File: src/rtl/mips_instruction_opfunc_encoder.sv
// Packs an OpFunc tag plus operand fields into a 32-bit MIPS word, queued in a DEPTH-entry output FIFO.
// Optional illegal-OpFunc drop/error counting is built when MIPS_INSTRUCTION_OPFUNC_ENCODER_CHECK_EN is defined.
module mips_instruction_opfunc_encoder #(
    parameter int DEPTH   = 2,
    parameter int COUNT_W = 32
) (
    input  logic               clock,
    input  logic               reset,
    input  logic               in_valid,
    output logic               in_ready,
    input  logic [6:0]         in_opfunc,
    input  logic [4:0]         in_rs,
    input  logic [4:0]         in_rt,
    input  logic [4:0]         in_rd,
    input  logic [4:0]         in_shamt,
    input  logic [25:0]        in_imm,
    output logic               out_valid,
    input  logic               out_ready,
    output logic [31:0]        out_inst,
    output logic [COUNT_W-1:0] enc_count,
    output logic               err_pulse,
    output logic [COUNT_W-1:0] err_count
);

    localparam int PTR_W = $clog2(DEPTH);
    localparam logic [PTR_W:0] FULL_COUNT = (PTR_W + 1)'(DEPTH);

    logic [31:0]      mem [DEPTH];
    logic [PTR_W-1:0] wr_ptr;
    logic [PTR_W-1:0] rd_ptr;
    logic [PTR_W:0]   count;
    logic [31:0]      encoded;
    logic [5:0]       code;
    logic             legal;
    logic             push;
    logic             pop;
    logic             full;
    logic             empty;

    assign code = in_opfunc[5:0];

    always_comb begin
        encoded = '0;
        if (!in_opfunc[6]) begin
            encoded = {6'h00, in_rs, in_rt, in_rd, in_shamt, code};
        end else if (code == 6'h02 || code == 6'h03) begin
            encoded = {code, in_imm};
        end else begin
            encoded = {code, in_rs, in_rt, in_imm[15:0]};
        end
    end

`ifdef MIPS_INSTRUCTION_OPFUNC_ENCODER_CHECK_EN
    // Op code 0 would decode back as a Func word, so it is swallowed and counted instead.
    assign legal = !(in_opfunc[6] && code == 6'h00);

    logic               err_pulse_q;
    logic [COUNT_W-1:0] err_count_q;

    always_ff @(posedge clock) begin
        if (reset) begin
            err_pulse_q <= 1'b0;
            err_count_q <= '0;
        end else begin
            err_pulse_q <= in_valid && in_ready && !legal;
            if (in_valid && in_ready && !legal) begin
                err_count_q <= err_count_q + COUNT_W'(1);
            end
        end
    end

    assign err_pulse = err_pulse_q;
    assign err_count = err_count_q;
`else
    assign legal     = 1'b1;
    assign err_pulse = 1'b0;
    assign err_count = '0;
`endif

    assign full      = (count == FULL_COUNT);
    assign empty     = (count == '0);
    // Ready depends only on stored occupancy, so a pop frees a slot one cycle later.
    assign in_ready  = !full && !reset;
    assign out_valid = !empty;
    assign out_inst  = empty ? 32'h0 : mem[rd_ptr];

    assign push = in_valid && in_ready && legal;
    assign pop  = out_valid && out_ready;

    always_ff @(posedge clock) begin
        if (push) begin
            mem[wr_ptr] <= encoded;
        end
    end

    always_ff @(posedge clock) begin
        if (reset) begin
            wr_ptr    <= '0;
            rd_ptr    <= '0;
            count     <= '0;
            enc_count <= '0;
        end else begin
            if (push) begin
                wr_ptr <= wr_ptr + PTR_W'(1);
            end
            if (pop) begin
                rd_ptr    <= rd_ptr + PTR_W'(1);
                enc_count <= enc_count + COUNT_W'(1);
            end
            case ({push, pop})
                2'b10:   count <= count + (PTR_W + 1)'(1);
                2'b01:   count <= count - (PTR_W + 1)'(1);
                default: count <= count;
            endcase
        end
    end

endmodule
File: config.mk
export PLATFORM = sky130hd
export DESIGN_NAME = mips_instruction_opfunc_encoder
export DESIGN_NICKNAME = d
export VERILOG_FILES = /design/src/rtl/mips_instruction_opfunc_encoder.sv
export SDC_FILE = /design/constraint.sdc
export NUM_CORES = 1
export LEC_CHECK = 0
export CAP_MARGIN = 20
export CORE_UTILIZATION = 47
export DETAILED_ROUTE_END_ITERATION = 10
export PLACE_DENSITY = 0.87
export SLEW_MARGIN = 40
export SYNTH_ARGS = -nofsm -noshare
export SYNTH_HDL_FRONTEND = slang
export SYNTH_SLANG_ARGS = --single-unit
File: constraint.sdc
create_clock -name clock -period 8.5 [get_ports clock]
set_clock_uncertainty 0.15 [all_clocks]
set_input_delay 1.7 -clock clock [delete_from_list [all_inputs] [get_ports clock]]
set_output_delay 1.7 -clock clock [all_outputs]
set_load 0.02 [all_outputs]
After elaboration in Yosys (flattened, before gate mapping)
Memories as Yosys holds them, arrays and structs flattened. A register that Yosys moved wholly into a read port is not among the register bits.
Cells that the tools add are included.
Widths: inputs -> output; s select.
{ "classes": {"n_addsub": 5, "mul": 0, "n_div": 0, "n_lt_le_gt_ge": 0, "eq_ne": 5, "shifts": 0, "n_mux": 8, "bitwise": 0, "n_reduce_logical": 9} }
{ "ops": {"columns": ["cell", "count"], "rows": [
  ["$mux 32", 2],
  ["$add 32x1->32 const B", 1],
  ["$mux 26", 1],
  ["$eq 6x2->1 const B", 2],
  ["$eq 2x2->1 const B", 2],
  ["$mux 1", 4],
  ["$pmux 2 s2", 1],
  ["$logic_and 1x1->1", 3],
  ["$logic_not 1->1", 3],
  ["$add 1x1->1 const B", 2],
  ["$add 2x1->2 const B", 1],
  ["$eq 2x1->1 const B", 1],
  ["$logic_not 2->1", 1],
  ["$reduce_bool 2->1", 1],
  ["$sub 2x1->2 const B", 1],
  ["$logic_or 1x1->1", 1]
]} }
{ "word_totals": {"reg_bits": 36, "latch_bits": 0, "mem_bits_rw": 64, "rom_bits": 0, "inputBits": 57, "out_inout_bits": 99, "word_cells": 32, "n_memories": 1} }
{ "mem_list": {"columns": ["memory", "depth", "width", "read_ports", "rd_clocked_by_memory_dff", "wr", "line", "rtl"], "rows": [
  ["mem", 2, 32, 1, 1, 1, "28", "logic [31:0] mem [DEPTH];"]
]} }

Longest topological paths before layout
{ "depth": {"depth_word": 6, "ltp_mapped": 9, "ltp_nobuf": 8} }

Worst setup path after synthesis
No wires, ideal clock.
{ "synth_path": {"kind": "input to register", "start": "in reset", "end": "mem mem[0][0] (enable)", "setup_time_ps": 421, "arrival_time_ps": 3365, "required_ps": 7929, "slack_ps": 4563, "stages": 3, "path_cell_list": "inv_1 -> o211ai_1 -> nor2_1"} }
{ "synth_via": {"elab_chain_cells": 5} }
{ "synth_rtl": {"columns": ["element", "line", "rtl"], "rows": [
  ["start: declaration", "8", "input logic reset,"],
  ["$logic_not 1->1", "83", "assign in_ready = !full && !reset;"],
  ["$logic_and 1x1->1", "83", null],
  ["$logic_and 1x1->1", "87", "assign push = in_valid && in_ready && legal;"],
  ["$mux 1", "91", "if (push) begin"],
  ["$mux 1 (implied by the code)", "92", "mem[wr_ptr] <= encoded;"],
  ["end: declaration", "28", null]
]} }
No other way between the ends.

Worst setup path in the final report
{ "layout_path": {"start": "in reset", "end": "out in_ready"} }
{ "layout_via": {"elab_chain_cells": 2} }
{ "layout_rtl": {"columns": ["element", "line", "rtl"], "rows": [
  ["$logic_not 1->1", "83", null],
  ["$logic_and 1x1->1", "83", null],
  ["end: declaration", "10", "output logic in_ready,"]
]} }
No other way between the ends.

==> impl_metrics.json <==
{
  "status": "complete, no violations",
  "hpwl_um": 7420,
  "synth.yosys.warnings": 0,
  "r2r_setup_slack_ns": 6.05,
  "ys_seq_area_frac": 0.551,
  "dieArea_um2": 10700,
  "slowest_stage": "clkdlybuf4s50_1",
  "cpMostUsedCell": "clkdlybuf4s50_1",
  "worstPathRequired_ns": 6.65,
  "relSlewSlack": 0.545,
  "grt_max_degree": 42,
  "synthCells": 419,
  "timing.rr.start": "count[0]$_SDFFE_PP0P_",
  "crit_buf_inv": 4,
  "htreeDepth": 3,
  "regToRegEndpoint": "count[1]$_SDFFE_PP0P_",
  "drive_gt1_frac": 0.116,
  "grt_pass1_vias": 3369,
  "first_pass_iters": 6,
  "port_buffers": 122,
  "drcViolationCount": 0,
  "wl_per_cell_um": 15.6,
  "vias_per_cell": 5.31,
  "max_stage_delay_ns": 0.54,
  "cts_buffer_depth": 2,
  "crit_arrival_ns": 3.41,
  "rsz0062_at_grt": "no",
  "cts_resized": 0,
  "core-area_um2": 9860,
  "num_vias": 3589,
  "drt.antenna.violating_nets": 0,
  "final.setup.tns_ns": 0,
  "ios": 156,
  "min_from": "enc_count[23]$_SDFFE_PP0P_",
  "ff_latch_area_um2": 2670,
  "fmaxAchievable_mhz": 190,
  "die_h_um": 103,
  "hold_viol": 0,
  "antenna_found_initial": 0,
  "gp_congestion": 0.847,
  "worstMarginPinSlew_ns": 0.680,
  "whs_path_depth": 2,
  "max_cap_violations": 0,
  "cts-root-buf": "clkbuf_8",
  "pre_cts_slack_ns": 3.26,
  "avgSynthCellArea_um2": 11.5,
  "grt_pass1_wl_um": 16400,
  "syn_to_final_growth_pct": 30.0,
  "drv_slew": 0,
  "fin_ws_ns": 3.24,
  "fill_cells": 756,
  "clkLatencyLatePin_ns": 0.36,
  "r2r_cells": 8,
  "ys.flop_type": "edfxtp_1",
  "p_leak_nw": 2.11,
  "ys_seq_elements": 101,
  "cts_tree": "built",
  "rows": 36,
  "diodes": 0,
  "min_path_type": "flip-flop to flip-flop",
  "critPathTopFamily": "buffers and inverters",
  "fin_crit_sh": 0.618,
  "die_w_um": 103,
  "worst-setup-path-type": "primary input to primary output",
  "ir_drop_v": 0.000142,
  "multi_input_area_um2": 1940,
  "synth.cell_area_um2": 4830,
  "grt_remaining_overflow": 0,
  "path_clk_slew_ns": 0.10,
  "hold_end": "enc_count[23]$_SDFFE_PP0P_",
  "post-cts-setup-buffers": 0,
  "setup_viol": 0,
  "async_flop_share": 0,
  "synth.distinct_cells": 39,
  "drt_iter0_markers": 159,
  "critPathMaxFanout": 41,
  "synth_edf_count": 64,
  "critPathLaunchType": "primary input",
  "power_density_nw_per_um2": 219,
  "clock_sinks": 101,
  "cts_hold_buf": 0,
  "nNetsFinal": 597,
  "cp_cell_sequence": "clkdlybuf4s50_1 > buf_4 > inv_1 > o21a_1 > clkdlybuf4s50_1",
  "start_util": 0.490,
  "layout_min_cycle_time_ns": 5.26,
  "routed_wl_um": 10600,
  "setup.worst_path.end_class": "primary output",
  "track_usage": 0.201,
  "cts_buffers": 9
}
worst max-delay path by stage:
stage	endpoint	cells past startpoint	from
global placement	in_ready	5	reset
finish	in_ready	5	reset
global route	in_ready	5	reset
detailed placement	in_ready	5	reset
floorplan	mem[0][0]$_DFFE_PP_	3	reset
CTS	in_ready	5	reset
synthesized netlist by cell type (3+ instances only):
cell type   n  area [um^2]
dfxtp_1    37          741
inv_1       7         26.3
clkbuf_1    9         33.8
xor2_1      9         78.8
nand2_1    16         60.1
xnor2_1     5         43.8
nor2_1     55          206
and2_1      8         50.1
nor3_1      3         15.0
nand3_1    12         60.1
buf_4      34          255
nand4_1    11         68.8
buf_6       3         33.8
mux2i_1    32          320
a21oi_1    16         80.1
mux2_2     29          327
and3_1      5         31.3
o311ai_0    3         26.3
nor2b_1     3         18.8
and4_1      4         35.0
buf_1       4         15.0
o21ai_0     4         20.0
o41ai_1     3         26.3
edfxtp_1   64         1920
or4_1      10         75.1
or2_2       4         25.0
o31ai_1    12         90.1
power by group:
part           leakage [nW]  internal, mW  switching, mW
clock network        0.0964         0.114          0.180
registers             0.889         0.557         0.0483
logic                  1.13         0.223          0.253
total                  2.11         0.894          0.481
routing by layer:
metal | wire length, um | up-vias | track usage
met4 | 255 | 0 | 0.0910
met2 | 5470 | 148 | 0.343
li1 | - | 1715 | -
met3 | 411 | 23 | 0.0276
met5 | 0 | - | 0
met1 | 4430 | 1703 | 0.254
worst reg2reg max path: cells and delay by family, from the launching register on:
family                   cells  cell delay, ns
flip-flops                   1            0.42
buffers and inverters        3            0.60
AO/OA/AOI/OAI                1            0.15
adder cells (fa/ha/maj)      1            0.31
AND/OR/NAND/NOR              3            0.76
layout make-up:
type / instances / area share
well taps: 133 / 0.0265
flip-flops and latches: 101 / 0.425
inverters: 7 / 0.00418
multi-input cells: 293 / 0.309
repair buffers: 126 / 0.205
clock buffers: 9 / 0.0197
clock inverters: 7 / 0.0110
metrics by stage:
| stage | power [mW] | hold slack, ns | std cells | instance area (um^2) | util |
|---|---|---|---|---|---|
| after floorplan | 0.886 | 0.322 | 451 | 4950 | - |
| after global placement | 1.08 | 0.325 | 658 | 6030 | 0.612 |
| after detailed placement | 1.09 | 0.341 | 660 | 6090 | 0.617 |
| after CTS | 1.38 | 0.356 | 676 | 6280 | 0.636 |
| after global routing | 1.44 | 0.384 | 676 | 6280 | 0.636 |
| final | 1.38 | 0.358 | 676 | 6280 | 0.636 |
registers in the layout (all words and copies together) (netlist names), named ones only:
register	count
count	2
enc_count	32
mem	64
rd_ptr	1
wr_ptr	1
cells in the final DEF (no fill, tap or decap), types with 3 or more instances in the layout:
master,count
clkdlybuf4s50_1,121
edfxtp_1,64
nor2_1,52
dfxtp_1,36
conb_1,33
mux2i_1,32
mux2_2,29
nand2_1,16
a21oi_1,16
nand3_1,12
o31ai_1,12
nand4_1,11
or4_1,10
xor2_1,9
clkbuf_8,9
and2_1,8
inv_1,7
xnor2_1,5
and3_1,5
and4_1,4
o21ai_0,4
or2_2,4
nor3_1,3
o311ai_0,3
o41ai_1,3
nor2b_1,3
kinds of logic after synthesis:
group / Yosys count / share of synthesized area
XOR/XNOR: 14 / 0.0254
AND/OR/NAND/NOR: 139 / 0.146
multiplexers: 61 / 0.134
adder cells (fa/ha/maj): 2 / 0.00518
other: 1 / 0.000776
flip-flops: 101 / 0.551
AO/OA/AOI/OAI: 44 / 0.0617
buffers and inverters: 57 / 0.0754
No activity file was read; power rests on OpenSTA's default activity.
==> edit 1 (same flow settings) <==
The parameter `DEPTH` goes from 2 to 4.
--- a/src/rtl/mips_instruction_opfunc_encoder.sv
+++ b/src/rtl/mips_instruction_opfunc_encoder.sv
@@ -1,7 +1,7 @@
 // Packs an OpFunc tag plus operand fields into a 32-bit MIPS word, queued in a DEPTH-entry output FIFO.
 // Optional illegal-OpFunc drop/error counting is built when MIPS_INSTRUCTION_OPFUNC_ENCODER_CHECK_EN is defined.
 module mips_instruction_opfunc_encoder #(
-    parameter int DEPTH   = 2,
+    parameter int DEPTH   = 4,
     parameter int COUNT_W = 32
 ) (
     input  logic               clock,
Function: changed (Yosys sat finds a counterexample within 4 cycles, from zero or initial values and one cycle with reset high).
==> edit 1 against the original RTL <==
Sequential cell count rose by 68. Register-to-register slack got worse by 0.38 ns. Highest routed layer unchanged. Power is 75% higher. Setup slack better by 0.11 ns. Cell count grew 21%. Design area grew 46%. Synthesized area increased by 51%. Largest power group unchanged. Routed wire length grew 37%.
==> edit 1: results (changes against the original RTL) <==
[clock_network]
h-tree-depth = 4  ; +1
clk_latency_ns = 0.42  ; +0.06 ns
cts_made_buffers = 17  ; +8
clockRootBuffer = clkbuf_16

[placed_design]
hpwl_um = 8760  ; +18%
place_area_um2 = 8590  ; +41%
place.gp.congestion = 0.735  ; -13%
dpl_worst_slack_ns = 3.40  ; +0.133 ns
dp_cells = 783  ; +19%

[grt]
grt_pass1_vias = 4345  ; +29%
grt_use_total_pct = 19.0  ; -1.1 points
met2_usage_pct = 33.6  ; -0.73 points
met1_usage_pct = 21.5  ; -3.8 points
grt_use_met3_pct = 6.37  ; +3.6 points
grt_pass1_wl_um = 22500  ; +37%

[setup_path]
slowest_delay_ns = 0.71  ; +0.17 ns
rrSetupSlack_ns = 5.67  ; -0.38 ns
crit_path_max_fanout = 6  ; -85%
cp_data_arrival_time_ns = 3.29  ; -0.12 ns

[final_layout]
bufAreaShareNonClock_pct = 13.7  ; -6.8 points
largestRegisters = mem (128), enc_count (32), count (3)
regArea_um2 = 4670  ; +75%
multi_input_cells = 289  ; -1.4%
final-clk-cell-share_pct = 6.45  ; +3.4 points
final_cells = 815  ; +21%
fill_cells = 1101  ; +46%
drive_above_1_share_pct = 17.4  ; +5.8 points
fin_nets = 678  ; +14%
multi_input_area_share_pct = 26.2  ; -4.7 points
signal_buffers = 127  ; +0.79%

[power]
pwr_density_cell_nw_per_um2 = 262  ; +19%
switching_power_uw = 704  ; +46%
max-vdd-ir-drop_mv = 0.140  ; -1.1%
power_clock_uw = 763  ; +160%
pg_comb_uw = 686  ; +44%
p_leak_uw = 0.00306  ; +45%

[detailed_routing]
firstDrtPassIters = 4  ; -2
drt_iter0_drc = 238  ; +50%
wl_per_cell_um = 17.7  ; +14%
vias = 4287  ; +19%

[synth]
ys_ff_latch = 169  ; +67%
ys_seq_area_share_pct = 64.1  ; +8.9 points
synth_edf_count = 128  ; +100%
synth.distinct_cells = 35  ; -10%
synth_area_per_cell_um2 = 15.0  ; +30%
synthTopCellsByCount = 128 x edfxtp_1, 41 x dfxtp_1, 40 x nor2_1
synthTopCellsByArea = edfxtp_1 53%, dfxtp_1 11%, mux4_2 9.9%, mux2_2 4.0%, buf_4 3.4%

[sta]
slew_headroom_pct = 58.3  ; +3.8 points
period_minus_slack_ns = 5.14  ; -0.112 ns
report.final.hold_viol_count = 0  ; unchanged

[run_status]
status = finished clean

[hold_path]
worstHoldStart = enc_count[31]$_SDFFE_PP0P_

[floorplan]
rows = 45  ; +25%

-- edit 1: through the flow --
step	total power (µW)	hold slack (ns)
global placement	1640	0.321
global route	2500	0.388
floorplan	1400	0.335
detailed placement	1660	0.328
CTS	2430	0.343
finish	2410	0.345
-- edit 1: metal layers --
metal / share of wire, % / vias to the layer above / wire length, µm
li1: - / 1977 / -
met4: 1.7 / 0 / 242
met3: 6.8 / 24 / 977
met1: 39 / 2129 / 5700
met2: 52 / 157 / 7530
met5: 0 / - / 0
-- edit 1: logic make-up after synthesis --
group | synth area share, %
simple gates | 10.6
fa+ha+maj | 1.31
mux | 13.9
other cells | 0.0515
buf+inv | 4.85
flops | 64.1
compound gates | 1.31
xor+xnor | 3.85
-- edit 1: final timing paths --
path,depth (start not counted),end
max,3,in_ready
min,2,enc_count[31]$_SDFFE_PP0P_
max reg2reg,10,count[2]$_SDFFE_PP0P_
min reg2reg,2,enc_count[31]$_SDFFE_PP0P_
==> edit 2 (same flow settings) <==
Made on the original files. Put one more register stage on the output `enc_count`, with the module's reset. The value now appears one clock later. The other outputs are not delayed to match.
--- a/src/rtl/mips_instruction_opfunc_encoder.sv
+++ b/src/rtl/mips_instruction_opfunc_encoder.sv
@@ -24,6 +24,8 @@
 
     localparam int PTR_W = $clog2(DEPTH);
     localparam logic [PTR_W:0] FULL_COUNT = (PTR_W + 1)'(DEPTH);
+
+    logic [COUNT_W-1:0] enc_count_s0;
 
     logic [31:0]      mem [DEPTH];
     logic [PTR_W-1:0] wr_ptr;
@@ -98,14 +100,14 @@
             wr_ptr    <= '0;
             rd_ptr    <= '0;
             count     <= '0;
-            enc_count <= '0;
+            enc_count_s0 <= '0;
         end else begin
             if (push) begin
                 wr_ptr <= wr_ptr + PTR_W'(1);
             end
             if (pop) begin
                 rd_ptr    <= rd_ptr + PTR_W'(1);
-                enc_count <= enc_count + COUNT_W'(1);
+                enc_count_s0 <= enc_count_s0 + COUNT_W'(1);
             end
             case ({push, pop})
                 2'b10:   count <= count + (PTR_W + 1)'(1);
@@ -115,4 +117,12 @@
         end
     end
 
+    always_ff @(posedge clock) begin
+        if (reset) begin
+            enc_count <= '0;
+        end else begin
+            enc_count <= enc_count_s0;
+        end
+    end
+
 endmodule
Check against the original RTL: not equivalent (Yosys sat finds a counterexample within 4 cycles, from zero or initial values and one cycle with reset high).
==> edit 2 against the original RTL <==
Power grew 30%. Design area is 16% higher. Routed wire length grew 6.5%. Sequential share of layout area rose by 2.9 points. Sequential cell count is 32 higher. Synthesized area is 15% higher. Register-to-register slack better by 0.29 ns. Setup slack gained 0.40 ns. Core utilization decreased by 0.091 points.
==> edit 2: results (changes against the original RTL) <==
[run_status]
status = finished clean

[synth]
synthTopCellsByCount = 69 x dfxtp_1, 65 x nor2_1, 64 x edfxtp_1
synth_edf_count = 64  ; unchanged
synthTopCellsByArea = edfxtp_1 35%, dfxtp_1 25%, mux2_2 7.5%, mux2i_1 5.9%, buf_4 4.5%
synth.distinct_cells = 37  ; -5.1%

[detailed_routing]
firstDrtPassIters = 5  ; -1
met1_length_um = 4670  ; +5.5%
vias = 3741  ; +4.2%
dr_wl_met3_um = 546  ; +33%
top_layer_used = met4
wl_met2_um = 5870  ; +7.5%
drt_iter0_drc = 193  ; +21%
wl_per_cell_um = 15.1  ; -3.5%

[power]
comb_power_share_pct = 22.5  ; -12 points
clockPowerShare_pct = 35.2  ; +14 points
p_leak_uw = 0.00264  ; +25%
swShare_pct = 27.8  ; -7.2 points
max-vdd-ir-drop_mv = 0.143  ; +1.1%

[clock_network]
h-tree-depth = 4  ; +1
cts_made_buffers = 17  ; +8
path_clk_slew_ns = 0.05  ; -0.05 ns
clockRootBuffer = clkbuf_16

[grt]
grt_pass1_wl_um = 18200  ; +11%
met2_usage_pct = 34.0  ; -0.34 points
met1_usage_pct = 21.4  ; -4.0 points
grt_use_met3_pct = 4.98  ; +2.2 points
grt_max_degree = 72  ; +71%
grt_use_total_pct = 18.9  ; -1.2 points

[placed_design]
dpl_worst_slack_ns = 3.65  ; +0.382 ns
place.gp.congestion = 0.749  ; -11%
dp_cells = 714  ; +8.2%
hpwl_um = 7370  ; -0.57%

[final_layout]
largestRegisters = mem (64), enc_count (32), enc_count_s0 (32)
fin_nets = 649  ; +8.7%
final_cells = 746  ; +10%

[setup_path]
crit_path_max_fanout = 71  ; +73%
cp_data_arrival_time_ns = 3.01  ; -0.40 ns

[sta]
slew_headroom_pct = 56.4  ; +1.9 points

## edit 2: cell count changes in the layout (fill, tap and decap cells not counted), sizes merged, moves of 8 or more
| cell | delta |
|---|---|
| dfxtp | +32 |
| nor2 | +10 |
| clkbuf | +18 |
| nor2b | +25 |
| o31ai | -10 |
| or4 | -9 |
| mux2 | +8 |
## edit 2: worst max-delay path, cell delays in order
cell and delay (ns):
buf_2 0.08, buf_4 0.51, a21oi_1 0.11, clkdlybuf4s50_1 0.57
## edit 2: cell families after synthesis
logic type | count (synthesis) | share of synthesized area (%)
muxes | 70 | 13.4
adders and majority gates | 2 | 0.450
other | 1 | 0.0674
AOI/OAI and AO/OA | 26 | 2.84
DFF | 133 | 59.4
buffers and inverters | 61 | 6.55
and+or+nand+nor | 159 | 15.1
xor gates and xnor gates | 14 | 2.21
## edit 2: stage by stage
stage / cell area [µm²] / utilization [%]
2_1_floorplan: 5680 / -
3_3_place_gp: 6780 / 59.1
3_5_place_dp: 6780 / 59.1
4_1_cts: 7290 / 63.6
5_1_grt: 7290 / 63.6
6_report: 7290 / 63.6
## edit 2: worst paths after layout
path,from,to,slack (ns),cells after the start
worst max-delay path,reset,in_ready,3.64,4
worst min-delay path,enc_count_s0[30]$_SDFFE_PP0P_,enc_count[30]$_SDFF_PP0_,0.33,2
worst max register to register,count[0]$_SDFFE_PP0P_,count[1]$_SDFFE_PP0P_,6.34,5
worst min register to register,enc_count_s0[30]$_SDFFE_PP0P_,enc_count[30]$_SDFF_PP0_,0.33,2
## edit 2: layout make-up
class / count / area [µm²]
clock inverter: 5 / 27.5
inverter: 8 / 30.0
tap: 143 / 179
clock buffer: 27 / 483
sequential: 133 / 3310
timing repair buffer: 126 / 1240
multi-input combinational: 304 / 2020
fill: 893 / 4180
